--- config.mk ---
export PLATFORM = sky130hd
export DESIGN_NAME = move_input
export DESIGN_NICKNAME = d
export VERILOG_FILES = /design/src/rtl/frog_pkg.sv /design/src/rtl/key_debounce.sv /design/src/rtl/move_input.sv
export SDC_FILE = /design/constraint.sdc
export NUM_CORES = 1
export LEC_CHECK = 0
export CAP_MARGIN = 20
export CORE_UTILIZATION = 55
export DETAILED_ROUTE_END_ITERATION = 8
export GPL_ROUTABILITY_DRIVEN = 0
export PLACE_DENSITY = 0.86
export SYNTH_ARGS = -nofsm -noshare
export SYNTH_HDL_FRONTEND = slang
export SYNTH_HIERARCHICAL = 1
export SYNTH_SLANG_ARGS = --single-unit
--- constraint.sdc ---
create_clock -name clk -period 1.8 [get_ports clk]
set_clock_uncertainty 0.1 [all_clocks]
set_input_delay 0.36 -clock clk [delete_from_list [all_inputs] [get_ports clk]]
set_output_delay 0.36 -clock clk [all_outputs]
set_load 0.05 [all_outputs]
--- src/rtl/frog_pkg.sv ---
`default_nettype none
// +--------------------------------------------------------------------+
// | frog_pkg : key indices and arbiter direction type for move_input    |
// | Revision : 1.0                                                      |
// +--------------------------------------------------------------------+
package frog_pkg;

  localparam int KEY_RIGHT = 0;
  localparam int KEY_DOWN  = 1;
  localparam int KEY_UP    = 2;
  localparam int KEY_LEFT  = 3;

  typedef enum logic [2:0] {
    DIR_NONE  = 3'd0,
    DIR_UP    = 3'd1,
    DIR_DOWN  = 3'd2,
    DIR_LEFT  = 3'd3,
    DIR_RIGHT = 3'd4
  } dir_e;

endpackage
`default_nettype wire

--- src/rtl/key_debounce.sv ---
`default_nettype none
// +--------------------------------------------------------------------+
// | key_debounce : 2-flop synchroniser, debounce counter, press edge    |
// | Revision     : 1.0                                                  |
// +--------------------------------------------------------------------+
module key_debounce #(
  parameter int unsigned DEBOUNCE_CYCLES = 4
) (
  input  logic clk,
  input  logic reset,
  input  logic key_n_i,
  output logic press_o
);

  localparam int unsigned    CNT_W    = $clog2(DEBOUNCE_CYCLES + 1);
  localparam logic [CNT_W-1:0] CNT_LAST = CNT_W'(DEBOUNCE_CYCLES - 1);

  logic             sync1_q;
  logic             sync2_q;
  logic             level_q;
  logic             level_d;
  logic             level_dly_q;
  logic [CNT_W-1:0] cnt_q;
  logic [CNT_W-1:0] cnt_d;

  // Flip on the edge where the count would reach DEBOUNCE_CYCLES.
  always_comb begin
    level_d = level_q;
    cnt_d   = '0;
    if (sync2_q != level_q) begin
      if (cnt_q == CNT_LAST) begin
        level_d = ~level_q;
      end else begin
        cnt_d = cnt_q + 1'b1;
      end
    end
  end

  always_ff @(posedge clk) begin
    if (!reset) begin
      sync1_q     <= 1'b0;
      sync2_q     <= 1'b0;
      level_q     <= 1'b0;
      level_dly_q <= 1'b0;
      cnt_q       <= '0;
    end else begin
      sync1_q     <= ~key_n_i;
      sync2_q     <= sync1_q;
      level_q     <= level_d;
      level_dly_q <= level_q;
      cnt_q       <= cnt_d;
    end
  end

  assign press_o = level_q & ~level_dly_q;

endmodule
`default_nettype wire

--- src/rtl/move_input.sv ---
`default_nettype none
// +--------------------------------------------------------------------+
// | move_input : debounced keys -> one-hot move pulses and pause level  |
// | Revision   : 1.0                                                    |
// +--------------------------------------------------------------------+
module move_input
  import frog_pkg::*;
#(
  parameter int unsigned DEBOUNCE_CYCLES = 4
) (
  input  logic       clk,
  input  logic       reset,
  input  logic [3:0] key_n,
  input  logic       pause_key_n,
  output logic       up,
  output logic       down,
  output logic       left,
  output logic       right,
  output logic       pause
);

  localparam int KEY_PAUSE = 4;

  logic [4:0] raw_n;
  logic [4:0] press;
  dir_e       dir;
  logic       up_q, down_q, left_q, right_q, pause_q;
  logic       up_d, down_d, left_d, right_d, pause_d;

  assign raw_n = {pause_key_n, key_n};

  generate
    for (genvar i = 0; i < 5; i++) begin : g_chan
      key_debounce #(
        .DEBOUNCE_CYCLES(DEBOUNCE_CYCLES)
      ) u_deb (
        .clk    (clk),
        .reset  (reset),
        .key_n_i(raw_n[i]),
        .press_o(press[i])
      );
    end
  endgenerate

  // Moves are judged against the pause level before any toggle this cycle.
  always_comb begin
    dir = DIR_NONE;
    if (!pause_q) begin
      if (press[KEY_UP]) begin
        dir = DIR_UP;
      end else if (press[KEY_DOWN]) begin
        dir = DIR_DOWN;
      end else if (press[KEY_LEFT]) begin
        dir = DIR_LEFT;
      end else if (press[KEY_RIGHT]) begin
        dir = DIR_RIGHT;
      end
    end
  end

  always_comb begin
    up_d    = (dir == DIR_UP);
    down_d  = (dir == DIR_DOWN);
    left_d  = (dir == DIR_LEFT);
    right_d = (dir == DIR_RIGHT);
    pause_d = pause_q ^ press[KEY_PAUSE];
  end

  always_ff @(posedge clk) begin
    if (!reset) begin
      up_q    <= 1'b0;
      down_q  <= 1'b0;
      left_q  <= 1'b0;
      right_q <= 1'b0;
      pause_q <= 1'b0;
    end else begin
      up_q    <= up_d;
      down_q  <= down_d;
      left_q  <= left_d;
      right_q <= right_d;
      pause_q <= pause_d;
    end
  end

  assign up    = up_q;
  assign down  = down_q;
  assign left  = left_q;
  assign right = right_q;
  assign pause = pause_q;

endmodule
`default_nettype wire

==> flow_summary_export.csv, run 1 <==
group,metric,value,unit
status,run_status,"complete, no violations",
sta,final.period_utilization,0.785,
worst_setup_path,critical-path-top-delay-family,"flip-flops",
finish,fin_nets,150,
sta,post-route-min-period,1.41,ns
cts,cts-resized-gates,0,
worst_setup_path,crit_arrival,0.95,ns
worst_setup_path,crit_slowest_cell,"dfxtp_1",
yosys,synth-seq-area-share,0.554,
yosys,synth_common_cells,"40 x dfxtp_1, 15 x nor2b_1, 11 x and2_1",
yosys,ys_seq_elements,40,
cts,cts_tree,"yes",
finish,antenna_cells,0,
finish,post-route-util,0.684,
die,die_height,53.3,um
yosys,synth_top_area_cell,"dfxtp_1",
yosys,synth-edff-count,0,
global_route,grt_usage,0.176,
global_route,grt_pass1_wl,3320,um
run,cap_violations,0,
yosys,syn-num-nets,131,
cts,path_clk_slew,0.11,ns
placement,hpwl,1400,um
yosys,async_flop_share,0,
die,core-area,2480,um2
worst_setup_path,path_class,"reg -> out",
cts,cts_buffers,5,
worst_setup_path,r2r_start,"g_chan[4].u_deb/cnt_q[0]",
worst_setup_path,startpoint,"pause",
cts,clock_sinks,40,
cts,root_buffer,"clkbuf_4",
sta,clock.fmax,708,MHz
yosys,netlist_area,1450,um2
yosys,yosysWarnings,6,
cts,clockBufferDepth,2,
power,leakage,0.656,nW
global_route,antenna_found_initial,0,
power,p_per_area,944,nW/um2
global_route,grt_max_degree,38,
detailed_routing,ant_nets,0,
sta,worst_pin_slew,0.544,ns
yosys,ys_types,16,
worst_setup_path,cp-end-kind,"output pin",
power,peakVddDrop,0.785,mV
die,dieArea,2840,um2
cts,h-tree-depth,2,
cts,clock_latency,0.34,ns
yosys,synthesis.instances,114,
die,rows,18,
worst_setup_path,worstPathRequired,1.34,ns
cts,cts-hold-fix-buffers,0,
worst_setup_path,worstSetupStartpointType,"flop",
yosys,synth_top_area_share,0.554,
sta,finalSetupTns,0,ns
sta,finalHoldViolations,0,
detailed_routing,avgViaCountPerCell,5.07,
detailed_routing,drtIter0Drc,7,
detailed_routing,wire_per_inst,12.3,um
die,start_util,0.583,
detailed_routing,dr_total_vias,832,
yosys,yosysMostFrequentCell,"dfxtp_1",
placement,portBuffers,11,
yosys,synthTopCellsByArea,"dfxtp_1 55%, ha_1 8.7%, nor2b_1 6.5%",
placement,post-place-ws,0.221,ns
cts,post-cts-setup-buffers,0,
worst_hold_path,hp-class,"reg -> reg",
yosys,ys.flop_type,"dfxtp_1",
sta,setup_slack,0.387,ns
worst_setup_path,crit_fanout,3,
detailed_routing,drc,0,
worst_hold_path,holdCritStartpoint,"g_chan[0].u_deb/cnt_q[0]",
sta,setup_viol,0,
detailed_routing,wirelength,2020,um
worst_setup_path,crit_buf_inv,1,
global_route,overflow,0,
die,die_x,53.3,um
die,pin_count,12,
worst_setup_path,crit_chain,"buf_4",
global_route,first_global_vias,815,
finish,fillers,181,
finish,drive_gt1_frac,0.172,
yosys,synth.avg_cell_area,12.7,um2
sta,rsz0062_at_grt,"no",
sta,slew_headroom,0.636,
sta,slew_viol_final,0,
worst_setup_path,cpPeakStageDelay,0.39,ns
sta,whs,0.335,ns
finish,area_growth,17.3,%
detailed_routing,dr.pass1.iters,3,
-- cells by family (layout without fill, tap and decap cells) --
kind of cell | count (synthesis) | in the layout | share of synthesized area
buffers and inverters | 6 | 26 | 0.0156
multiplexers | 5 | 5 | 0.0346
XOR/XNOR | 6 | 6 | 0.0364
adder cells (fa/ha/maj) | 10 | 10 | 0.0866
AND/OR/NAND/NOR | 47 | 47 | 0.273
flip-flops | 40 | 40 | 0.554
-- placed cells by master, fill, tap and decap left out, drive strengths merged, types with 6 or more instances in the layout --
master          n
buf             6
ha             10
clkdlybuf4s50   6
clkbuf          7
nor2b          15
inv             6
and2           11
dfxtp          40
nor4b          11
-- final cells by class --
| cell class | instances | area [um2] | share of cell area |
|---|---|---|---|
| well taps | 30 | 37.5 | 0.0221 |
| clock buffers | 7 | 65.1 | 0.0384 |
| inverters | 6 | 22.5 | 0.0133 |
| repair buffers | 12 | 118 | 0.0694 |
| multi-input cells | 68 | 622 | 0.367 |
| clock inverters | 1 | 30.0 | 0.0177 |
| flip-flops and latches | 40 | 801 | 0.472 |
-- sequential cells by signal (all words and copies together) (netlist names) --
signal and cells:
g_chan.u_deb/cnt_q 15, g_chan.u_deb/sync1_q 5, g_chan.u_deb/level_q 5, g_chan.u_deb/level_dly_q 5
pause 1, g_chan.u_deb/sync2_q 5, right 1, up 1
left 1, down 1
-- per-layer routing --
| metal | routed length, um | track usage |
|---|---|---|
| met1 | 852 | 0.179 |
| met2 | 1020 | 0.290 |
| met5 | 0 | 0 |
| met3 | 107 | 0.0920 |
| met4 | 41 | 0.0921 |
-- where the power goes --
part / leakage (nW) / switching (mW) / internal [mW]
Clock: 0.0515 / 0.275 / 0.369
Sequential: 0.325 / 0.00607 / 0.899
Combinational: 0.280 / 0.0208 / 0.0321
Total: 0.656 / 0.302 / 1.30
-- through the flow --
step / area, um2 / power, mW / cells
2_1_floorplan: 1450 / 0.947 / 114
3_3_place_gp: 1600 / 0.974 / 156
3_5_place_dp: 1600 / 0.978 / 156
4_1_cts: 1700 / 1.62 / 164
5_1_grt: 1700 / 1.66 / 164
6_report: 1700 / 1.60 / 164
-- final timing paths --
check	slack, ns	to	cells after the start
worst max-delay path	0.39	pause	1
worst min-delay path	0.34	g_chan[0].u_deb/cnt_q[0]	1
worst max register to register	0.39	g_chan[4].u_deb/cnt_q[2]	3
worst min register to register	0.34	g_chan[0].u_deb/cnt_q[0]	1
(Power assumes the default switching activity.)
==> run 2, diff against run 1 <==
- CORE_UTILIZATION: 55 -> 50
- PLACE_DENSITY: 0.86 -> 0.83
- clock period: 1.8 -> 1.18 ns (I/O delays scaled with it)
==> run 2 against run 1 <==
The run now ends with setup timing left. Via count up 3.2%. Sequential power up 52%. Hold slack worse by 0.012 ns. Total power up 39%. Clock-buffer cell count unchanged. Final cell count up 4.3%. Largest power group unchanged. Sequential share of layout area down 6.5 points. First-iteration DRC count rose to 3.0 times the previous value. Die area up 9.6%. Register-to-register slack worse by 0.37 ns. Sequential cell count unchanged. Worst setup slack worse by 0.39 ns.
==> flow_summary_export.csv, run 2 (synthesis results as in run 1) <==
group,metric,value,unit
sta,worst_pin_slew,0.313,ns
run,cap_violations,0,
finish,fillers,185,
cts,h-tree-depth,2,
worst_setup_path,crit_arrival,0.85,ns
global_route,grt_max_degree,34,
finish,drive_gt1_frac,0.450,
cts,clock_latency,0.33,ns
status,run_status,"complete, but fails checks",
worst_setup_path,crit_buf_inv,1,
detailed_routing,dr_total_vias,859,
cts,cts_buffers,5,
global_route,first_global_vias,939,
sta,final.period_utilization,1.00,
worst_setup_path,crit_fanout,2,
detailed_routing,ant_nets,0,
cts,clock_sinks,40,
die,die_height,55.8,um
sta,finalHoldViolations,0,
finish,area_growth,38.7,%
cts,clockBufferDepth,2,
global_route,antenna_found_initial,0,
finish,layout_commonest_cell,"dfxtp_1",
die,pin_count,12,
cts,cts_tree,"yes",
die,die_x,55.8,um
sta,rsz0062_at_grt,"yes",
finish,final_cell_mix,"29 x dfxtp_1, 14 x nor2b_1, 11 x and2_1",
worst_setup_path,critical-path-top-delay-family,"flip-flops",
power,leakage,0.710,nW
detailed_routing,avgViaCountPerCell,5.02,
sta,setup_viol,1,
detailed_routing,wirelength,2250,um
finish,largest-register,"g_chan.u_deb/cnt_q",
global_route,overflow,0,
sta,slew_viol_final,0,
worst_setup_path,worstPathRequired,0.84,ns
die,start_util,0.524,
worst_setup_path,crit_chain,"buf_12",
cts,root_buffer,"clkbuf_4",
worst_setup_path,cpPeakStageDelay,0.37,ns
detailed_routing,dr.pass1.iters,4,
worst_setup_path,crit_slowest_cell,"dfxtp_4",
cts,path_clk_slew,0.10,ns
global_route,grt_pass1_wl,3840,um
placement,portBuffers,11,
sta,whs,0.323,ns
detailed_routing,wire_per_inst,13.1,um
sta,post-route-min-period,1.18,ns
sta,slew_headroom,0.790,
finish,stdcell_count,171,
worst_setup_path,worstSetupStartpointType,"flop",
die,dieArea,3110,um2
finish,largest_reg_flops,15,
finish,antenna_cells,0,
worst_setup_path,cp-end-kind,"output pin",
sta,clock.fmax,846,MHz
detailed_routing,drtIter0Drc,21,
global_route,grt_usage,0.168,
power,peakVddDrop,0.957,mV
die,rows,19,
power,p_per_area,1110,nW/um2
die,core-area,2760,um2
cts,cts-hold-fix-buffers,0,
sta,setup_slack,-0.00182,ns
finish,fin_nets,157,
placement,dp_cells,160,
worst_hold_path,hp-class,"in -> reg",
status,violations,"setup timing",
worst_setup_path,path_class,"reg -> out",
detailed_routing,drc,0,
run 2: final timing paths:
path                             from                  endpoint  slack, ns  depth (start not counted)
min reg2reg  g_chan[2].u_deb/cnt_q[0]  g_chan[2].u_deb/cnt_q[0]       0.34                          1
min                          key_n[1]   g_chan[1].u_deb/sync1_q       0.32                          2
max reg2reg  g_chan[3].u_deb/cnt_q[0]  g_chan[3].u_deb/cnt_q[2]       0.02                          3
max                             pause                     pause     -0.002                          1
run 2: area by class of cell:
cell class	instances	area, um2	area share
Timing Repair Buffer	19	233	0.116
Multi-Input combinational cell	68	828	0.413
Inverter	6	22.5	0.0112
Tap cell	31	38.8	0.0194
Sequential cell	40	817	0.408
Clock buffer	7	65.1	0.0325
run 2: per-stage QoR:
step | instance area (um2) | utilization | setup slack [ns] | power (mW) | TNS (ns)
3_5_place_dp | 1690 | 0.612 | -0.233 | 1.50 | -5.04
4_1_cts | 1900 | 0.688 | -0.0128 | 2.23 | -0.0128
6_report | 2000 | 0.727 | -0.00182 | 2.22 | -0.00182
5_1_grt | 2000 | 0.727 | -0.0243 | 2.30 | -0.103
3_3_place_gp | 1690 | 0.612 | -0.201 | 1.49 | -3.96
2_1_floorplan | 1450 | - | 0.00173 | 1.44 | 0
run 2: where the power goes:
group	total (mW)	internal, mW	leakage (nW)	switching (mW)
sequential	1.38	1.37	0.330	0.0127
clock	0.740	0.338	0.0374	0.402
combinational	0.0987	0.0622	0.342	0.0365
run 2: what timing repair did:
item | in CTS | in global routing
pin swaps | 8 | 5
gates resized for setup | 29 | 12
buffers inserted | 2 | 2
endpoints found under the setup margin | 23 | 17
run 2: per-layer routing:
metal	wire, um	share of wire	GRT usage
met1	912	0.41	0.169
met2	1200	0.53	0.296
met3	71	0.032	0.0558
met4	64	0.029	0.107
met5	0	0	0
